**src/rtl/ctrl_fsm_p.sv**
```systemverilog
// ctrl_fsm_p: multi-cycle processor control unit (fetch, decode, execute, halt)
module ctrl_fsm_p #(
  parameter int D_AW = 8,
  parameter int RF_AW = 4,
  parameter int LOAD_WAIT = 1,
  localparam int INST_W = 4 + D_AW + RF_AW
) (
  input  logic              Clock,
  input  logic              Reset,
  input  logic [INST_W-1:0] Inst,
  input  logic              RA_zero,
  input  logic              Resume,
  output logic              PC_clr,
  output logic              PC_up,
  output logic              PC_ld,
  output logic [D_AW-1:0]   PC_Addr,
  output logic              IR_ld,
  output logic [D_AW-1:0]   D_Addr,
  output logic              D_Wr,
  output logic [1:0]        RF_s,
  output logic [D_AW-1:0]   RF_Imm,
  output logic [RF_AW-1:0]  RF_Ra_Addr,
  output logic [RF_AW-1:0]  RF_Rb_Addr,
  output logic [RF_AW-1:0]  RF_W_Addr,
  output logic              RF_W_en,
  output logic [2:0]        ALU_s0,
  output logic              Halted,
  output logic              Illegal,
  output logic [15:0]       Instr_cnt,
  output logic [3:0]        STATE
);
  typedef enum logic [3:0] {
    s_init = 4'd0, s_fetch = 4'd1, s_decode = 4'd2, s_noop = 4'd3,
    s_load_a = 4'd4, s_load_b = 4'd5, s_store = 4'd6, s_add = 4'd7,
    s_sub = 4'd8, s_halt = 4'd9, s_ldi = 4'd10, s_jpz = 4'd11
  } state_t;
  localparam logic [2:0] WAIT_LAST = 3'(LOAD_WAIT - 1);
  state_t state;
  logic [2:0] wait_cnt;
  logic [3:0] opcode;
  logic [RF_AW-1:0] f_t, f_b, f_w;
  logic [D_AW-1:0] f_m, f_l;
  logic is_load, is_alu, retire;
  assign opcode = Inst[INST_W-1 -: 4];
  assign f_t = Inst[D_AW+RF_AW-1 -: RF_AW];
  assign f_m = Inst[D_AW+RF_AW-1 -: D_AW];
  assign f_l = Inst[D_AW-1:0];
  assign f_b = Inst[D_AW-1 -: RF_AW];
  assign f_w = Inst[RF_AW-1:0];
  assign is_load = state == s_load_a || state == s_load_b;
  assign is_alu = state == s_add || state == s_sub;
  assign retire = (state inside {s_noop, s_load_b, s_store, s_add, s_sub, s_ldi, s_jpz})
                  || (state == s_halt && Resume);
  always_ff @(negedge Clock) begin
    if (!Reset) begin
      state <= s_init;
      PC_clr <= 1'b1;
      Illegal <= 1'b0;
      Instr_cnt <= '0;
      wait_cnt <= '0;
    end else begin
      PC_clr <= 1'b0;
      if (retire && Instr_cnt != 16'hFFFF) Instr_cnt <= Instr_cnt + 16'd1;
      case (state)
        s_init, s_noop, s_load_b, s_store, s_add, s_sub, s_ldi, s_jpz: state <= s_fetch;
        s_fetch: state <= s_decode;
        s_decode: begin
          wait_cnt <= '0;
          case (opcode)
            4'd0: state <= s_noop;
            4'd1: state <= s_store;
            4'd2: state <= s_load_a;
            4'd3: state <= s_add;
            4'd4: state <= s_sub;
            4'd5: state <= s_halt;
            4'd6: state <= s_ldi;
            4'd7: state <= s_jpz;
            default: begin
              state <= s_fetch;
              Illegal <= 1'b1;
            end
          endcase
        end
        s_load_a: begin
          wait_cnt <= wait_cnt == WAIT_LAST ? '0 : wait_cnt + 3'd1;
          if (wait_cnt == WAIT_LAST) state <= s_load_b;
        end
        s_halt: if (Resume) state <= s_fetch;
        default: state <= s_init;
      endcase
    end
  end
  // Datapath controls are pure decodes of the current state and the IR fields
  assign PC_up = state == s_fetch;
  assign IR_ld = state == s_fetch;
  assign PC_ld = state == s_jpz && RA_zero;
  assign PC_Addr = state == s_jpz ? f_l : '0;
  assign D_Addr = is_load ? f_m : state == s_store ? f_l : '0;
  assign D_Wr = state == s_store;
  assign RF_s = is_load ? 2'd1 : state == s_ldi ? 2'd2 : 2'd0;
  assign RF_Imm = state == s_ldi ? f_m : '0;
  assign RF_Ra_Addr = (state == s_store || is_alu || state == s_jpz) ? f_t : '0;
  assign RF_Rb_Addr = is_alu ? f_b : '0;
  assign RF_W_Addr = (is_load || is_alu || state == s_ldi) ? f_w : '0;
  assign RF_W_en = state == s_load_b || is_alu || state == s_ldi;
  assign ALU_s0 = state == s_add ? 3'd1 : state == s_sub ? 3'd2 : 3'd0;
  assign Halted = state == s_halt;
  assign STATE = state;
endmodule

```
**config.mk**
```make
export PLATFORM = sky130hd
export DESIGN_NAME = ctrl_fsm_p
export DESIGN_NICKNAME = d
export VERILOG_FILES = /design/src/rtl/ctrl_fsm_p.sv
export SDC_FILE = /design/constraint.sdc
export NUM_CORES = 1
export LEC_CHECK = 0
export CORE_MARGIN = 4
export CORE_UTILIZATION = 46
export DETAILED_ROUTE_END_ITERATION = 10
export DONT_BUFFER_PORTS = 1
export PLACE_DENSITY = 0.57
export SLEW_MARGIN = 20
export SYNTH_ARGS = -nofsm -noshare
export SYNTH_HDL_FRONTEND = slang
export SYNTH_SLANG_ARGS = --single-unit
```
**constraint.sdc**
```tcl
create_clock -name Clock -period 2.4 [get_ports Clock]
set_input_delay 0.36 -clock Clock [delete_from_list [all_inputs] [get_ports Clock]]
set_output_delay 0.36 -clock Clock [all_outputs]
set_load 0.02 [all_outputs]
```
==> results of run 1 <==
==> worst max-delay path by stage <==
| stage | start | to | slack [ns] | cells after the start |
|---|---|---|---|---|
| after floorplan | STATE[3]$_SDFFE_NN0P_ | D_Addr[0] | -0.53 | 5 |
| after global placement | Inst[14] | STATE[0]$_SDFFE_NN0P_ | -0.34 | 3 |
| after detailed placement | STATE[0]$_SDFFE_NN0P_ | RF_Ra_Addr[3] | -0.34 | 4 |
| after CTS | STATE[3]$_SDFFE_NN0P_ | RF_W_Addr[1] | -0.68 | 4 |
| after global routing | STATE[3]$_SDFFE_NN0P_ | RF_W_Addr[1] | -0.72 | 4 |
| final | STATE[3]$_SDFFE_NN0P_ | RF_W_Addr[1] | -0.67 | 4 |
==> synthesized netlist by cell type, drive strengths merged, types with 3 or more instances <==
cell    instances
a22o            8
o31ai           7
o21ai           5
nand4           4
nand2b          9
buf             8
dfxtp          25
o41ai           3
clkbuf          6
ha              3
inv             6
nor2b           4
nand2          14
nor3            5
a21oi          20
and4            4
nor2           14
a211oi          3
nand3           6
mux2i           5
or4            10
and3            5
and2           27
==> cells by family after synthesis <==
group	Yosys count	share of synthesized area, %
and+or+nand+nor	111	36.8
AOI/OAI and AO/OA	54	22.1
DFF	25	28.9
buffers and inverters	21	5.93
muxes	5	2.89
adders and majority gates	3	2.17
xor gates and xnor gates	2	1.01
other	1	0.217
==> worst max-delay path: cells and delay by family, from the launching register on <==
family,cells,cell delay [ns]
simple gates,3,0.58
flops,1,0.37
mux,1,0.19
==> placed cells by master (no fill, tap or decap), types with 3 or more instances in the layout <==
master	count
inv_1	30
and2_4	25
buf_4	23
a21oi_1	19
dfxtp_2	16
buf_6	16
nand2_1	12
or4_1	10
nor2_1	8
nor2_4	8
a22o_4	8
o31ai_1	7
nand3_1	6
dfxtp_1	5
and3_1	5
nand2b_1	5
o21ai_0	5
dfxtp_4	4
nand2b_4	4
and4_1	4
nand4_1	4
mux2i_1	4
nor2b_4	4
buf_12	4
nor3_4	3
ha_1	3
clkbuf_8	3
==> layout make-up <==
type | instances | area share [%]
sequential | 25 | 19.5
multi-input combinational | 178 | 55.5
inverter | 6 | 0.819
timing repair buffer | 45 | 16.8
clock inverter | 26 | 3.73
tap | 48 | 2.18
clock buffer | 3 | 1.50
==> routing by layer <==
| metal | up-vias | track usage, % |
|---|---|---|
| li1 | 932 | - |
| met3 | 6 | 9.28 |
| met1 | 917 | 27.7 |
| met4 | 0 | 6.07 |
| met2 | 73 | 40.6 |
| met5 | - | 0 |
==> power breakdown <==
| group | internal (uW) | switching [uW] |
|---|---|---|
| Clock | 175 | 263 |
| Sequential | 423 | 15.8 |
| Combinational | 98.5 | 102 |
| Total | 696 | 381 |
==> metrics by stage <==
stage	TNS [ns]	hold WS, ns	setup WS, ns
final	-27.00	0.509	-0.673
after global routing	-29.76	0.530	-0.721
after CTS	-26.95	0.519	-0.675
after detailed placement	-14.25	0.519	-0.340
after global placement	-12.36	0.486	-0.337
after floorplan	-17.20	0.467	-0.526
==> state kept, by name, summed over array words and instances (netlist names) <==
name,cells
Instr_cnt,16
STATE,4
wait_cnt,3
Illegal,1
PC_clr,1
==> what timing repair did <==
action,CTS,global route
setup endpoints to repair,62,54
buffers inserted,7,3
gates cloned,2,0
pin swaps,23,10
gates resized for setup,39,14
==> results.py, run 1 <==
metrics = {
    "power": {
        "fin_total_pwr_uw": 1080,
        "ir_drop_mv": 0.367,
        "p_leak_uw": 0.00114,
        "power.density_nw_per_um2": 392,
    },
    "routing": {
        "avgViaCountPerCell": 5.82,
        "ant_nets": 0,
        "routed_wl_mm": 5.75,
        "dr.max_layer_used": "met4",
        "dr.pass1.iters": 4,
        "met1Wirelength_mm": 2.35,
        "met2_length_mm": 2.93,
        "routed-via-count": 1928,
        "wl_met3_um": 431,
        "drc": 0,
        "drt_iter0_drc": 90,
        "wire_per_inst_um": 17.4,
    },
    "synth": {
        "synthTopCellsByArea": "dfxtp_1 (29%), and2_1 (9.8%), a21oi_1 (5.5%), or4_1 (4.3%), a22o_1 (4.0%)",
        "syn_nets": 245,
        "synth_top_area_share_pct": 28.9,
        "synth_sequential_area_ratio_pct": 28.9,
        "async_reset_ff_share_pct": 0,
        "ys_warn_count": 0,
        "synth_edf_count": 0,
        "synth.distinct_cells": 44,
        "synthCells": 222,
        "yosysTopAreaCell": "dfxtp_1",
        "synth.avg_cell_area_um2": 7.79,
        "netlist_area_um2": 1730,
        "synthFlopType": "dfxtp_1",
        "synth-seq-cells": 25,
    },
    "worst_setup_path": {
        "slowest_stage": "dfxtp_4",
        "rr_startpoint": "Instr_cnt[0]$_SDFFE_NN0P_",
        "critPathMaxStageDelay_ns": 0.37,
        "r2r_slack_ns": 0.35,
        "r2r_end": "Instr_cnt[12]$_SDFFE_NN0P_",
        "crit_type": "register to output port",
        "crit_path_end_kind": "output port",
        "r2r_cells": 5,
        "cp_max_fo": 7,
        "cp_cell_sequence": "or2b_4, mux2i_4, nor2_4, nor2b_4",
        "critPathLaunchType": "register",
        "crit_arrival_ns": 2.71,
        "required_ns": 2.04,
    },
    "flow_run": {
        "drv_cap": 0,
    },
    "clock_tree": {
        "cts_made_buffers": 3,
        "root_buffer": "clkbuf_8",
        "htreeDepth": 1,
        "clkLatencyLatePin_ns": 0.37,
        "cts.sinks": 25,
        "clk_pin_slew_worst_paths_ns": 0.06,
        "cts_tree": "yes",
        "clockBufferDepth": 2,
        "hold_buffers": 0,
    },
    "floorplanning": {
        "core-area_um2": 3660,
        "die_w_um": 69.3,
        "io_pins": 89,
        "die-area_um2": 4810,
        "start_util_pct": 47.3,
        "die_h_um": 69.3,
        "row_count": 22,
    },
    "sta": {
        "rsz0062_at_grt": "true",
        "fin_skew_ns": 0.0328,
        "slew_violations": 0,
        "hold_viol": 0,
        "worstMarginPinSlew_ns": 0.621,
        "finalSetupViolations": 51,
        "timing.final.ws_setup_ns": -0.673,
        "max_slew_margin_pct": 57.5,
    },
    "cells_and_area": {
        "fin_area_um2": 2750,
        "seq_area_um2": 536,
        "finalNonFillerCells": 331,
        "drive_above_1_share_pct": 48.1,
        "final_util_pct": 75.2,
        "fillers": 266,
        "syn_to_final_growth_pct": 59.0,
        "multi_input_area_um2": 1530,
        "num_antenna_cells": 0,
        "final_nets": 307,
    },
    "place": {
        "dp_cells": 292,
        "numPortBuffers": 0,
        "place_area_um2": 2380,
        "gp_congestion": 0.867,
        "dp_hpwl_mm": 4.09,
    },
    "min_path": {
        "whs_path_depth": 2,
        "hold_end": "wait_cnt[0]$_SDFFE_NN0P_",
        "hold_path_startpoint": "wait_cnt[0]$_SDFFE_NN0P_",
        "hold_class": "register to register",
    },
    "global_route": {
        "grt.overflow.total": 0,
        "globalRouteTotalUtil_pct": 23.8,
        "grt_pass1_vias": 2080,
        "grt_max_degree": 21,
        "grt_pass1_wl_mm": 9.68,
        "antenna_found_initial": 0,
    },
    "outcome": {
        "violations": "setup timing",
        "status": "finished with violations",
    },
}
Power figures use the tool's default switching activity.
==> run 2, diff against run 1 <==
--- a/config.mk
+++ b/config.mk
@@ -5,6 +5,7 @@
 export SDC_FILE = /design/constraint.sdc
 export NUM_CORES = 1
 export LEC_CHECK = 0
+export CAP_MARGIN = 20
 export CORE_MARGIN = 4
 export CORE_UTILIZATION = 46
 export DETAILED_ROUTE_END_ITERATION = 10
==> results of run 2 <==
The final DEF is identical to that of run 1; final timing and power are the same.
==> run 3, diff against run 2 <==
--- a/config.mk
+++ b/config.mk
@@ -11,6 +11,7 @@
 export DETAILED_ROUTE_END_ITERATION = 10
 export DONT_BUFFER_PORTS = 1
 export PLACE_DENSITY = 0.57
+export SKIP_LAST_GASP = 1
 export SLEW_MARGIN = 20
 export SYNTH_ARGS = -nofsm -noshare
 export SYNTH_HDL_FRONTEND = slang
==> results.py, run 3 (same netlist as run 1, synthesis figures left out) <==
metrics = {
    "outcome": {
        "status": "finished with violations",
        "violations": "setup timing",
    },
    "worst_setup_path": {
        "cp_top_family": "simple AND/OR/NAND/NOR gates",
        "cp_cell_sequence": "or2b_4, mux2i_4, nor2_4, nor2b_4",
        "cp_max_fo": 7,
        "critical_path_buf_inv_count": 0,
        "crit_arrival_ns": 2.71,
        "crit_type": "register to output port",
        "slowest_stage": "dfxtp_4",
        "critPathMaxStageDelay_ns": 0.37,
        "crit_path_end_kind": "output port",
        "critPathLaunchType": "register",
        "required_ns": 2.04,
    },
    "cells_and_area": {
        "num_antenna_cells": 0,
        "seq_area_um2": 536,
        "drive_above_1_share_pct": 47.9,
        "final_cell_mix": "inv_1 (30), buf_4 (28), and2_4 (25), a21oi_1 (19), dfxtp_2 (16)",
        "regMostFlops": "Instr_cnt",
        "final_nets": 308,
        "multi_input_area_um2": 1510,
        "syn_to_final_growth_pct": 57.6,
        "layout_commonest_cell": "inv_1",
        "largest_register_ff_count": 16,
        "fillers": 269,
    },
    "sta": {
        "hold_viol": 0,
        "timing.final.ws_setup_ns": -0.669,
        "finalSetupViolations": 51,
        "rsz0062_at_grt": "true",
        "fin_skew_ns": 0.0348,
        "holdWs_ns": 0.511,
        "max_slew_margin_pct": 57.3,
        "slew_violations": 0,
        "worstMarginPinSlew_ns": 0.624,
    },
    "clock_tree": {
        "root_buffer": "clkbuf_8",
        "cts.sinks": 25,
        "clk_pin_slew_worst_paths_ns": 0.06,
        "cts_tree": "yes",
        "hold_buffers": 0,
        "clkLatencyLatePin_ns": 0.37,
        "cts_made_buffers": 3,
        "clockBufferDepth": 2,
        "htreeDepth": 1,
    },
    "routing": {
        "routed-via-count": 1957,
        "dr.pass1.iters": 4,
        "met1Wirelength_mm": 2.40,
        "drt_iter0_drc": 100,
        "drc": 0,
        "dr.max_layer_used": "met4",
        "avgViaCountPerCell": 5.89,
        "wl_met3_um": 425,
        "met2_length_mm": 2.95,
        "routed_wl_mm": 5.80,
        "ant_nets": 0,
        "wire_per_inst_um": 17.5,
    },
    "power": {
        "p_leak_uw": 0.00113,
        "ir_drop_mv": 0.365,
        "power.density_nw_per_um2": 394,
        "fin_total_pwr_uw": 1070,
    },
    "floorplanning": {
        "start_util_pct": 47.3,
        "row_count": 22,
        "die_w_um": 69.3,
        "die_h_um": 69.3,
        "core-area_um2": 3660,
        "io_pins": 89,
        "die-area_um2": 4810,
    },
    "global_route": {
        "grt_pass1_wl_mm": 9.61,
        "antenna_found_initial": 0,
        "globalRouteTotalUtil_pct": 23.5,
        "grt_pass1_vias": 2062,
        "grt_max_degree": 21,
        "grt.overflow.total": 0,
    },
    "min_path": {
        "hold_class": "register to register",
    },
    "flow_run": {
        "drv_cap": 0,
    },
    "place": {
        "dp_hpwl_mm": 4.09,
        "dp_slack_ns": -0.340,
        "numPortBuffers": 0,
        "gp_congestion": 0.867,
    },
}
run 3: report_power, final:
part | leakage, uW | switching, uW | internal, uW | total (uW)
clock network | 0.000159 | 264 | 175 | 439
registers | 0.000213 | 14.8 | 423 | 438
logic | 0.000754 | 101 | 96.5 | 198
total | 0.00113 | 380 | 694 | 1070
run 3: final timing paths:
path / startpoint / end / slack (ns) / depth (start not counted)
worst max-delay path: STATE[3]$_SDFFE_NN0P_ / RF_W_Addr[1] / -0.67 / 4
worst min-delay path: wait_cnt[0]$_SDFFE_NN0P_ / wait_cnt[0]$_SDFFE_NN0P_ / 0.51 / 2
worst max register to register: Instr_cnt[0]$_SDFFE_NN0P_ / Instr_cnt[12]$_SDFFE_NN0P_ / 0.35 / 5
worst min register to register: wait_cnt[0]$_SDFFE_NN0P_ / wait_cnt[0]$_SDFFE_NN0P_ / 0.51 / 2
run 3: area by class of cell:
cell class,count,area share (%)
inverter,6,0.826
sequential,25,19.6
timing repair buffer,46,16.6
multi-input combinational,178,55.5
clock buffer,3,1.51
tap,48,2.20
clock inverter,26,3.76
run 3: worst reg2reg max path, cell delays in order (launching register included):
cell and delay (ns):
dfxtp_2 0.40, ha_1 0.22, and4_1 0.44, nand3_1 0.24, or4_1 0.51, a21oi_1 0.15
run 3: stage by stage:
step | setup TNS (ns) | cells | area (um^2) | util, %
after floorplan | -17.20 | 222 | 2130 | -
after global placement | -12.36 | 292 | 2380 | 64.9
after detailed placement | -14.25 | 292 | 2380 | 64.9
after CTS | -27.07 | 329 | 2680 | 73.2
after global routing | -29.98 | 332 | 2730 | 74.5
final | -26.87 | 332 | 2730 | 74.5
run 3: routing by layer:
layer  vias to the layer above  global-route usage (%)
met3                         4                    8.70
met1                       940                    27.8
met4                         0                    5.42
met2                        77                    40.4
li1                        936                       -
met5                         -                       0
run 3: repair_timing:
action,CTS,global route
gates cloned,2,0
endpoints found under the setup margin,62,54
gates resized for setup,35,10
pin swaps,23,7
setup buffers,7,3
